<file path="src/rtl/GEMM_pkg.sv">
`default_nettype none
// ============================================================================
// Module      : GEMM_pkg
// Description : Types shared by the GEMM array and its output collector.
//               command_t          - command driven to the systolic array
//               collector_state_t  - output collector FSM state
// Revision    : 1.0 - initial release
// ============================================================================
package GEMM_pkg;

    typedef enum logic [1:0] {
        CMD_NONE          = 2'd0,
        CMD_WRITE_WEIGHTS = 2'd1,
        CMD_STREAM        = 2'd2
    } command_t;

    typedef enum logic [1:0] {
        S_IDLE    = 2'd0,
        S_COLLECT = 2'd1,
        S_DRAIN   = 2'd2,
        S_DONE    = 2'd3
    } collector_state_t;

endpackage
`default_nettype wire

</file>
<file path="src/rtl/gemm_output_collector_if.sv">
`default_nettype none
// ============================================================================
// Module      : gemm_output_collector_if
// Description : Bus bundle between the GEMM array / job controller / row
//               consumer (master) and the output collector (slave).
//   start, job_rows          job control into the collector
//   cmd, activation_outputs,
//   output_valid             result rows streamed by the array
//   out_row_*                valid/ready row stream to the consumer
//   busy, done, overflow     job status
// Revision    : 1.0 - initial release
// ============================================================================
interface gemm_output_collector_if #(
    parameter int SA_SIZE                = 4,
    parameter int WEIGHT_ACTIVATION_SIZE = 8,
    parameter int MAX_ROWS               = 16
);
    import GEMM_pkg::*;

    logic                                              start;
    logic [$clog2(MAX_ROWS+1)-1:0]                     job_rows;
    command_t                                          cmd;
    logic [SA_SIZE-1:0][WEIGHT_ACTIVATION_SIZE-1:0]    activation_outputs;
    logic                                              output_valid;
    logic [SA_SIZE-1:0][WEIGHT_ACTIVATION_SIZE-1:0]    out_row_data;
    logic [$clog2(MAX_ROWS)-1:0]                       out_row_idx;
    logic                                              out_row_valid;
    logic                                              out_row_ready;
    logic                                              busy;
    logic                                              done;
    logic                                              overflow;

    modport master (
        output start, job_rows, cmd, activation_outputs, output_valid,
               out_row_ready,
        input  out_row_data, out_row_idx, out_row_valid, busy, done, overflow
    );

    modport slave (
        input  start, job_rows, cmd, activation_outputs, output_valid,
               out_row_ready,
        output out_row_data, out_row_idx, out_row_valid, busy, done, overflow
    );

endinterface
`default_nettype wire

</file>
<file path="src/rtl/gemm_row_fifo.sv">
`default_nettype none
// ============================================================================
// Module      : gemm_row_fifo
// Description : Small synchronous FIFO for tagged result rows. The head entry
//               is read straight from the storage registers at the read
//               pointer, so head_o changes only on a clock edge.
//   clk, reset     clock, asynchronous active-high reset
//   clear_i        synchronous flush (pointers back to zero)
//   push_i         push request; accepted when not full, or full with a pop
//   push_data_i    entry to push
//   pop_i          pop request; ignored when empty
//   head_o         oldest entry
//   full_o/empty_o occupancy flags
// Revision    : 1.0 - initial release
// ============================================================================
module gemm_row_fifo #(
    parameter int WIDTH = 8,
    parameter int DEPTH = 4     // power of two, >= 2
) (
    input  wire logic             clk,
    input  wire logic             reset,
    input  wire logic             clear_i,
    input  wire logic             push_i,
    input  wire logic [WIDTH-1:0] push_data_i,
    input  wire logic             pop_i,
    output logic      [WIDTH-1:0] head_o,
    output logic                  full_o,
    output logic                  empty_o
);

    localparam int PTR_W = $clog2(DEPTH);

    // One extra pointer bit tells full (MSBs differ) from empty (equal).
    logic [PTR_W:0]                wr_ptr_q;
    logic [PTR_W:0]                rd_ptr_q;
    logic [DEPTH-1:0][WIDTH-1:0]   mem_q;
    logic                          do_pop;
    logic                          do_push;

    assign empty_o = (wr_ptr_q == rd_ptr_q);
    assign full_o  = (wr_ptr_q[PTR_W] != rd_ptr_q[PTR_W]) &&
                     (wr_ptr_q[PTR_W-1:0] == rd_ptr_q[PTR_W-1:0]);

    assign do_pop  = pop_i && !empty_o;
    // A pop frees the slot in the same cycle, so a full FIFO still accepts.
    assign do_push = push_i && (!full_o || do_pop);

    assign head_o  = mem_q[rd_ptr_q[PTR_W-1:0]];

    always_ff @(posedge clk or posedge reset) begin
        if (reset) begin
            wr_ptr_q <= '0;
            rd_ptr_q <= '0;
            mem_q    <= '0;
        end else if (clear_i) begin
            wr_ptr_q <= '0;
            rd_ptr_q <= '0;
        end else begin
            if (do_push) begin
                mem_q[wr_ptr_q[PTR_W-1:0]] <= push_data_i;
                wr_ptr_q                   <= wr_ptr_q + (PTR_W+1)'(1);
            end
            if (do_pop) begin
                rd_ptr_q <= rd_ptr_q + (PTR_W+1)'(1);
            end
        end
    end

endmodule
`default_nettype wire

</file>
<file path="src/rtl/gemm_output_collector.sv">
`default_nettype none
// ============================================================================
// Module      : gemm_output_collector
// Description : Captures result rows streamed by the GEMM array (which cannot
//               be stalled), tags each with its row index, buffers them and
//               hands them to a consumer over valid/ready. Counts rows per
//               job, flags dropped rows and pulses done when the job is fully
//               delivered.
//   clk, reset   clock, asynchronous active-high reset
//   bus          gemm_output_collector_if slave port (job control, array
//                rows in, tagged rows out, busy/done/overflow status)
// Revision    : 1.0 - initial release
// ============================================================================
module gemm_output_collector
    import GEMM_pkg::*;
#(
    parameter int SA_SIZE                = 4,
    parameter int WEIGHT_ACTIVATION_SIZE = 8,
    parameter int MAX_ROWS               = 16,
    parameter int FIFO_DEPTH             = 4
) (
    input  wire logic               clk,
    input  wire logic               reset,
    gemm_output_collector_if.slave  bus
);

    localparam int CNT_W = $clog2(MAX_ROWS + 1);
    localparam int IDX_W = $clog2(MAX_ROWS);
    localparam int ROW_W = SA_SIZE * WEIGHT_ACTIVATION_SIZE;
    localparam int ENT_W = IDX_W + ROW_W;

    collector_state_t  state_q, state_d;
    logic [CNT_W-1:0]  job_rows_q, job_rows_d;
    logic [CNT_W-1:0]  cap_cnt_q, cap_cnt_d;
    logic              overflow_q, overflow_d;

    logic              start_ok;
    logic              capture;
    logic              pop;
    logic              drop;
    logic              fifo_full;
    logic              fifo_empty;
    logic [ENT_W-1:0]  push_entry;
    logic [ENT_W-1:0]  head_entry;

    assign start_ok = (state_q == S_IDLE) && bus.start;
    assign capture  = (state_q == S_COLLECT) && bus.output_valid &&
                      (bus.cmd == CMD_STREAM);
    assign pop      = bus.out_row_valid && bus.out_row_ready;
    assign drop     = capture && fifo_full && !pop;

    // Index is the capture count, so dropped rows still consume an index.
    assign push_entry = {cap_cnt_q[IDX_W-1:0], bus.activation_outputs};

    gemm_row_fifo #(
        .WIDTH (ENT_W),
        .DEPTH (FIFO_DEPTH)
    ) u_fifo (
        .clk         (clk),
        .reset       (reset),
        .clear_i     (start_ok),
        .push_i      (capture),
        .push_data_i (push_entry),
        .pop_i       (pop),
        .head_o      (head_entry),
        .full_o      (fifo_full),
        .empty_o     (fifo_empty)
    );

    assign bus.out_row_valid = !fifo_empty;
    assign bus.out_row_idx   = head_entry[ENT_W-1 -: IDX_W];
    assign bus.out_row_data  = head_entry[ROW_W-1:0];
    assign bus.busy          = (state_q != S_IDLE);
    assign bus.done          = (state_q == S_DONE);
    assign bus.overflow      = overflow_q;

    always_comb begin
        state_d    = state_q;
        job_rows_d = job_rows_q;
        cap_cnt_d  = cap_cnt_q;
        overflow_d = overflow_q;

        case (state_q)
            S_IDLE: begin
                if (bus.start) begin
                    job_rows_d = bus.job_rows;
                    cap_cnt_d  = '0;
                    overflow_d = 1'b0;
                    state_d    = (bus.job_rows == '0) ? S_DONE : S_COLLECT;
                end
            end
            S_COLLECT: begin
                if (capture) begin
                    cap_cnt_d = cap_cnt_q + CNT_W'(1);
                    if (drop) begin
                        overflow_d = 1'b1;
                    end
                    if (cap_cnt_d == job_rows_q) begin
                        state_d = S_DRAIN;
                    end
                end
            end
            S_DRAIN: begin
                if (fifo_empty) begin
                    state_d = S_DONE;
                end
            end
            S_DONE: begin
                state_d = S_IDLE;
            end
            default: begin
                state_d = S_IDLE;
            end
        endcase
    end

    always_ff @(posedge clk or posedge reset) begin
        if (reset) begin
            state_q    <= S_IDLE;
            job_rows_q <= '0;
            cap_cnt_q  <= '0;
            overflow_q <= 1'b0;
        end else begin
            state_q    <= state_d;
            job_rows_q <= job_rows_d;
            cap_cnt_q  <= cap_cnt_d;
            overflow_q <= overflow_d;
        end
    end

endmodule
`default_nettype wire
</file>
<file path="src/flat_wrapper.sv">
// flat-port wrapper written by rule: the top's interface ports become plain ports
module gemm_output_collector_flat import GEMM_pkg::*;
#(
    parameter int SA_SIZE                = 4,
    parameter int WEIGHT_ACTIVATION_SIZE = 8,
    parameter int MAX_ROWS               = 16,
    parameter int FIFO_DEPTH             = 4
)
  (clk, reset, bus_start, bus_job_rows, bus_cmd, bus_activation_outputs, bus_output_valid, bus_out_row_ready, bus_out_row_data, bus_out_row_idx, bus_out_row_valid, bus_busy, bus_done, bus_overflow);
  gemm_output_collector_if #(.SA_SIZE(SA_SIZE), .WEIGHT_ACTIVATION_SIZE(WEIGHT_ACTIVATION_SIZE), .MAX_ROWS(MAX_ROWS)) bus_i ();
  input  wire logic clk;
  input  wire logic reset;
  input wire logic [$bits(bus_i.start)-1:0] bus_start;
  input wire logic [$bits(bus_i.job_rows)-1:0] bus_job_rows;
  input wire logic [$bits(bus_i.cmd)-1:0] bus_cmd;
  input wire logic [$bits(bus_i.activation_outputs)-1:0] bus_activation_outputs;
  input wire logic [$bits(bus_i.output_valid)-1:0] bus_output_valid;
  input wire logic [$bits(bus_i.out_row_ready)-1:0] bus_out_row_ready;
  output wire logic [$bits(bus_i.out_row_data)-1:0] bus_out_row_data;
  output wire logic [$bits(bus_i.out_row_idx)-1:0] bus_out_row_idx;
  output wire logic [$bits(bus_i.out_row_valid)-1:0] bus_out_row_valid;
  output wire logic [$bits(bus_i.busy)-1:0] bus_busy;
  output wire logic [$bits(bus_i.done)-1:0] bus_done;
  output wire logic [$bits(bus_i.overflow)-1:0] bus_overflow;
  assign bus_i.start = bus_start;
  assign bus_i.job_rows = bus_job_rows;
  assign bus_i.cmd = bus_cmd;
  assign bus_i.activation_outputs = bus_activation_outputs;
  assign bus_i.output_valid = bus_output_valid;
  assign bus_i.out_row_ready = bus_out_row_ready;
  assign bus_out_row_data = bus_i.out_row_data;
  assign bus_out_row_idx = bus_i.out_row_idx;
  assign bus_out_row_valid = bus_i.out_row_valid;
  assign bus_busy = bus_i.busy;
  assign bus_done = bus_i.done;
  assign bus_overflow = bus_i.overflow;
  gemm_output_collector #(.SA_SIZE(SA_SIZE), .WEIGHT_ACTIVATION_SIZE(WEIGHT_ACTIVATION_SIZE), .MAX_ROWS(MAX_ROWS), .FIFO_DEPTH(FIFO_DEPTH)) u_core (.clk(clk), .reset(reset), .bus(bus_i));
endmodule
</file>
<file path="config.mk">
export PLATFORM = sky130hd
export DESIGN_NAME = gemm_output_collector_flat
export DESIGN_NICKNAME = d
export VERILOG_FILES = /design/src/rtl/GEMM_pkg.sv /design/src/rtl/gemm_output_collector_if.sv /design/src/rtl/gemm_row_fifo.sv /design/src/rtl/gemm_output_collector.sv /design/src/flat_wrapper.sv
export SDC_FILE = /design/constraint.sdc
export NUM_CORES = 1
export LEC_CHECK = 0
export CORE_AREA = 2 2 138 140
export CTS_BUF_LIST = sky130_fd_sc_hd__clkbuf_16
export CTS_CLUSTER_DIAMETER = 30
export DETAILED_ROUTE_END_ITERATION = 10
export DIE_AREA = 0 0 140 142
export PLACE_DENSITY = 0.67
export SLEW_MARGIN = 15
export SYNTH_ARGS = -nofsm -noshare
export SYNTH_HDL_FRONTEND = slang
export SYNTH_HIERARCHICAL = 1
export SYNTH_SLANG_ARGS = --single-unit
</file>
<file path="constraint.sdc">
create_clock -name clk -period 6 [get_ports clk]
set_clock_uncertainty 0.2 [all_clocks]
set_input_delay 1.2 -clock clk [delete_from_list [all_inputs] [get_ports clk]]
set_output_delay 1.2 -clock clk [all_outputs]
set_load 0.02 [all_outputs]
</file>
-- After elaboration in Yosys (flattened, before gate mapping)
Cells that the tools add are included.
- flip-flop bits (word level): 163
- bits of input ports: 44
- output and inout bits: 40
- word-level logic and storage cells: 77
- add/subtract/negate cells: 3
- $lt $le $gt $ge: 3
- eq/ne operators: 13
- multiplexer cells: 22
- bitwise gates (word level): 1
- reduce and logical (&&, ||, !) cells: 25
- operators with widths (operator ; count):
    144-bit bitwise mux ; 1
    36-bit binary-select mux with 2-bit select ; 1
    36-bit demux with 2-bit select ; 1
    36-bit 2-to-1 mux ; 2
    3-bit 2-to-1 mux ; 4
    1-bit logical AND ; 10
    2-bit 2-to-1 mux ; 5
    5-bit 2-to-1 mux ; 2
    5-bit case mux with 2 select lines ; 1
    2-bit case mux with 4 select lines ; 1
    4-bit AND reduction ; 2
    2-bit nonzero test ; 4
    3-bit by 1-bit adder with 3-bit output, second input constant ; 2
    2-bit == test, second input constant ; 3
    2-bit by 3-bit < comparator with 1-bit output, second input constant ; 2
    2-bit by 1-bit != test with 1-bit output, second input constant ; 3
    5-bit by 1-bit adder with 5-bit output, second input constant ; 1
    5-bit == test ; 1
    5-bit zero test ; 1
    2-bit != test, second input constant ; 2
    2-bit AND reduction ; 2
    3-bit == test ; 1
    1-bit zero test ; 3
    1-bit 2-to-1 mux ; 3
    9 further kinds ; 9

-- Depth between registers and ports, before layout
- depth after elaboration: 8
- gate-level depth with buffers: 9

-- Modules after synthesis
The synthesis kept the hierarchy.
- modules (own cells, without submodules) (module ; times used ; cells an instance ; area an instance (um2) ; sequential area each (um2)):
    gemm_row_fifo ; 1 ; 403 ; 7294.5 ; 3753.6
    gemm_output_collector ; 1 ; 79 ; 795.8 ; 325.3

-- Least setup slack after synthesis
Ideal clock, no wire load.
- path type: input -> register
- start point: input port bus_out_row_ready
- end point: register u_core/u_fifo/mem_q[0] (netlist bit)
- setup time: 0.125 ns
- arrival time: 2.793 ns
- path slack: 2.882 ns
- cell stages on the path: 5
- path buffers: 2
- cell sequence: nor2b_1 -> clkbuf_1 -> o41ai_4 -> buf_6 -> mux2_4
- cells in the longest elaborated chain, start to end: 5
- RTL lines (item ; line ; RTL):
    from (decl) ; flat_wrapper.sv:18 ; input wire logic [$bits(bus_i.out_row_ready)-1:0] bus_out_row_ready;
    1-bit logical AND ; gemm_output_collector.sv:49 ; assign pop = bus.out_row_valid && bus.out_row_ready;
    1-bit logical AND ; gemm_row_fifo.sv:44 ; assign do_pop = pop_i && !empty_o;
    1-bit logical OR ; gemm_row_fifo.sv:46 ; assign do_push = push_i && (!full_o || do_pop);
    1-bit logical AND ; gemm_row_fifo.sv:46 ;
    2-bit AND reduction (no line) ; - ;
    to (signal, indexed assignment) ; gemm_row_fifo.sv:60 ; mem_q[wr_ptr_q[PTR_W-1:0]] <= push_data_i;
    to (decl) ; gemm_row_fifo.sv:36 ; logic [DEPTH-1:0][WIDTH-1:0] mem_q;
No other way between the ends.
A chain may end at the register's enable or synchronous reset.

-- Worst setup path in the final report
- start point: register u_core.u_fifo.rd_ptr_q[0]
- end point: output port bus_out_row_data[28]
- cells in the longest elaborated chain, start to end: 2
- RTL lines (item ; line ; RTL):
    from (decl) ; gemm_row_fifo.sv:35 ; logic [PTR_W:0] rd_ptr_q;
    from (signal assigned) ; gemm_row_fifo.sv:64 ; rd_ptr_q <= rd_ptr_q + (PTR_W+1)'(1);
    36-bit binary-select mux with 2-bit select ; gemm_row_fifo.sv:48 ; assign head_o = mem_q[rd_ptr_q[PTR_W-1:0]];
    36-bit 2-to-1 mux (implied by the code) ; gemm_row_fifo.sv:48 ;
    to (decl) ; flat_wrapper.sv:19 ; output wire logic [$bits(bus_i.out_row_data)-1:0] bus_out_row_data;
No other way between the ends. The select of a mux whose other input is x is not followed.

==> results_dict.tcl <==
set metrics [dict create \
    dpl.hpwl_um 10200 \
    clk_latency_ns 0.42 \
    drc 5 \
    rsz0062_at_grt "no" \
    path_cells "buf_4, mux4_2, clkdlybuf4s50_1" \
    synth_top_family_by_area "multiplexers" \
    cp-end-kind "output port" \
    die_area_um2 19900 \
    synth_async_sr_flop_share_pct 100 \
    cts_resized 0 \
    final-hold-violation-count 0 \
    synth_fp_nets 537 \
    synthTopCellsByCount "dfrtp_1 (163), mux2_4 (120), mux4_2 (36)" \
    synth_area_leaders "dfrtp_1 (50%), mux2_4 (22%), mux4_2 (10%)" \
    crit_fanout 40 \
    drv_slew 0 \
    violations "design-rule violations" \
    cts_tree "built" \
    status "finished with violations" \
    max_freq_mhz 247 \
    grt_pass1_vias 4869 \
    synth-edff-count 0 \
    clockRootBuffer "clkbuf_16" \
    core_um2 18500 \
    fillers 1487 \
    setup_viol 0 \
    initial_core_util_pct 43.8 \
    grt_overflow_total 0 \
    ys_types 37 \
    drive_gt1_share_pct 40.4 \
    power_density_nw_per_um2 430 \
    cts_made_buffers 17 \
    post-route-period-util_pct 67.5 \
    grt_max_degree 108 \
    syn_to_final_growth_pct 19.3 \
    hold_start "u_core/u_fifo/mem_q[106]" \
    worstPathArrival_ns 2.65 \
    firstDrtPassIters 9 \
    wl_um 16000 \
    hold_class "register to register" \
    synthCells 482 \
    reg2regPathDepth 8 \
    placedCellCount 784 \
    cts_htree_levels 4 \
    antenna_left 0 \
    slew_headroom_pct 34.6 \
    max_slew.worst_pin.slew_ns 0.977 \
    antenna_found_initial 0 \
    synth_seq_cells 163 \
    clock_path_buffers 2 \
    synth_ff_type "dfrtp_1" \
    peakVddDrop_mv 0.222 \
    stdcell_area_um2 9650 \
    p_total_mw 4.15 \
    rows 50 \
    path_buf_inv 2 \
    drv_cap 0 \
    post_cts_buffers 0 \
    p_leak_nw 4.69 \
    synth_mux_area_share_pct 37.4 \
    synth.most_common_cell "dfrtp_1" \
    grt_usage_pct 17.3 \
    synth_fa_ha_area_share_pct 1.70 \
    holdWs_ns 0.302 \
    fin_setup_tns_ns 0 \
    wl_per_cell_um 19.6 \
    synth_xor_area_share_pct 1.79 \
    final_cells 815 \
    synth_top_area_share_pct 50.4 \
    synth_compound_area_share_pct 2.83 \
    critPathLaunchType "register" \
    drtIter0Drc 181 \
    gp_congestion 0.754 \
    slowest_stage "buf_4" \
    place_area_um2 9100 \
    path_class "register to output port" \
    cts_hold_buf 0 \
    r2r-end "u_core/u_fifo/mem_q[66]" \
    holdPathStages 1 \
    critPathTopFamily "buffers and inverters" \
    fp.dieW_um 140 \
    cts_sinks 163 \
    yosys_warnings 6 \
    numPortBuffers 83 \
    yosysSeqAreaShare_pct 50.4 \
    slowest_delay_ns 0.65 \
    synth_area_um2 8090 \
    reg2reg_setup_slack_ns 2.18 \
    cp_data_required_time_ns 4.60 \
    routed-via-count 4321 \
    min_period_ns 4.05 \
    holdPathEnd "u_core/u_fifo/mem_q[106]" \
    vias_per_cell 5.30 \
    clk_pin_slew_ns 0.06 \
    n_antenna_cell 0 \
    ios 84 \
    die_y_um 142 \
    finalNetCount 624 \
    grt_pass1_wl_um 27000 \
    crit-reg2reg-launch "u_core/u_fifo/wr_ptr_q[1]" \
    yosys.area.top_type "dfrtp_1" \
    synth-simple-area-share_pct 2.98 \
    syn_avg_cell_area_um2 16.8 \
]
worst reg2reg max path, delay by kind of cell, from the launching register on:
kind	cells	cell delay, ns
AOI/OAI and AO/OA	1	0.91
buffers and inverters	2	0.85
and+or+nand+nor	3	0.52
DFF	1	0.47
muxes	1	0.42
xor gates and xnor gates	1	0.33
cells by family after synthesis:
logic type      after synthesis
mux                         193
simple gates                 44
flops                       163
buf+inv                      36
xor+xnor                     14
fa+ha+maj                    11
compound gates               21
how the worst max path moves through the flow:
stage                              startpoint                       to  slack, ns  cells after the start
floorplan                               reset   u_core/u_fifo/mem_q[0]       0.56                      1
global placement            bus_out_row_ready  u_core/u_fifo/mem_q[66]       1.79                      6
detailed placement          bus_out_row_ready  u_core/u_fifo/mem_q[66]       1.73                      6
CTS                 u_core/u_fifo/rd_ptr_q[0]     bus_out_row_data[28]       1.87                      3
global route        u_core/u_fifo/rd_ptr_q[0]     bus_out_row_data[28]       1.79                      3
finish              u_core/u_fifo/rd_ptr_q[0]     bus_out_row_data[28]       1.95                      3
power breakdown:
group,total [mW],switching [mW],internal (mW)
Sequential,1.48,0.152,1.33
Combinational,1.65,0.733,0.915
Clock,1.02,0.421,0.600
routing by layer:
metal  up-vias  GRT usage [%]  part of all wire, %  wire, um
li1       1939              -                    -         -
met1      2298           23.4                   46      7310
met2        70           28.9                   50      8040
met3        14           3.36                  2.9       466
met4         0           4.94                 0.88       140
met5         -              0                    0         0
metrics by stage:
stage,utilization (%),setup slack [ns]
after global routing,52.3,1.79
after CTS,52.3,1.87
after floorplan,-,0.564
final,52.3,1.95
after detailed placement,49.3,1.73
after global placement,49.3,1.79
cells in the final DEF (no fill, tap or decap), types with 3 or more instances in the layout:
cell             synthesis  final
clkinvlp_4               0      3
mux2_2                  33     33
dfrtp_1                163    161
o21ai_0                  8      8
mux4_2                  36     36
xnor2_1                  7      7
ha_1                    11     11
nand2b_1                 5      5
mux2_4                 120    120
nand2_1                  8      8
clkdlybuf4s50_1          0     83
nor2_1                  13     13
xor2_1                   4      4
mux2i_1                  4      4
clkinv_1                 0      3
clkbuf_16                0     17
a31oi_1                  4      4
o41ai_4                  4      4
nor2b_1                  5      5
buf_4                    1      9
and3b_1                  4      4
inv_1                   12     14
flip-flops by register name (all words and copies together) (netlist names):
| signal | count |
|---|---|
| u_core/cap_cnt_q | 5 |
| u_core/u_fifo/rd_ptr_q | 3 |
| u_core/u_fifo/wr_ptr_q | 3 |
| u_core/job_rows_q | 5 |
| u_core/u_fifo/mem_q | 144 |
| u_core/state_q | 2 |
| u_core/bus.overflow | 1 |
area by class of cell:
cell class	count	area (um^2)	share of cell area [%]
tap	234	293	3.03
clock buffer	17	425	4.41
timing repair buffer	92	898	9.31
inverter	12	50.0	0.519
multi-input combinational	283	3780	39.1
clock inverter	14	124	1.28
sequential	163	4080	42.3
Power figures use the tool's default switching activity.
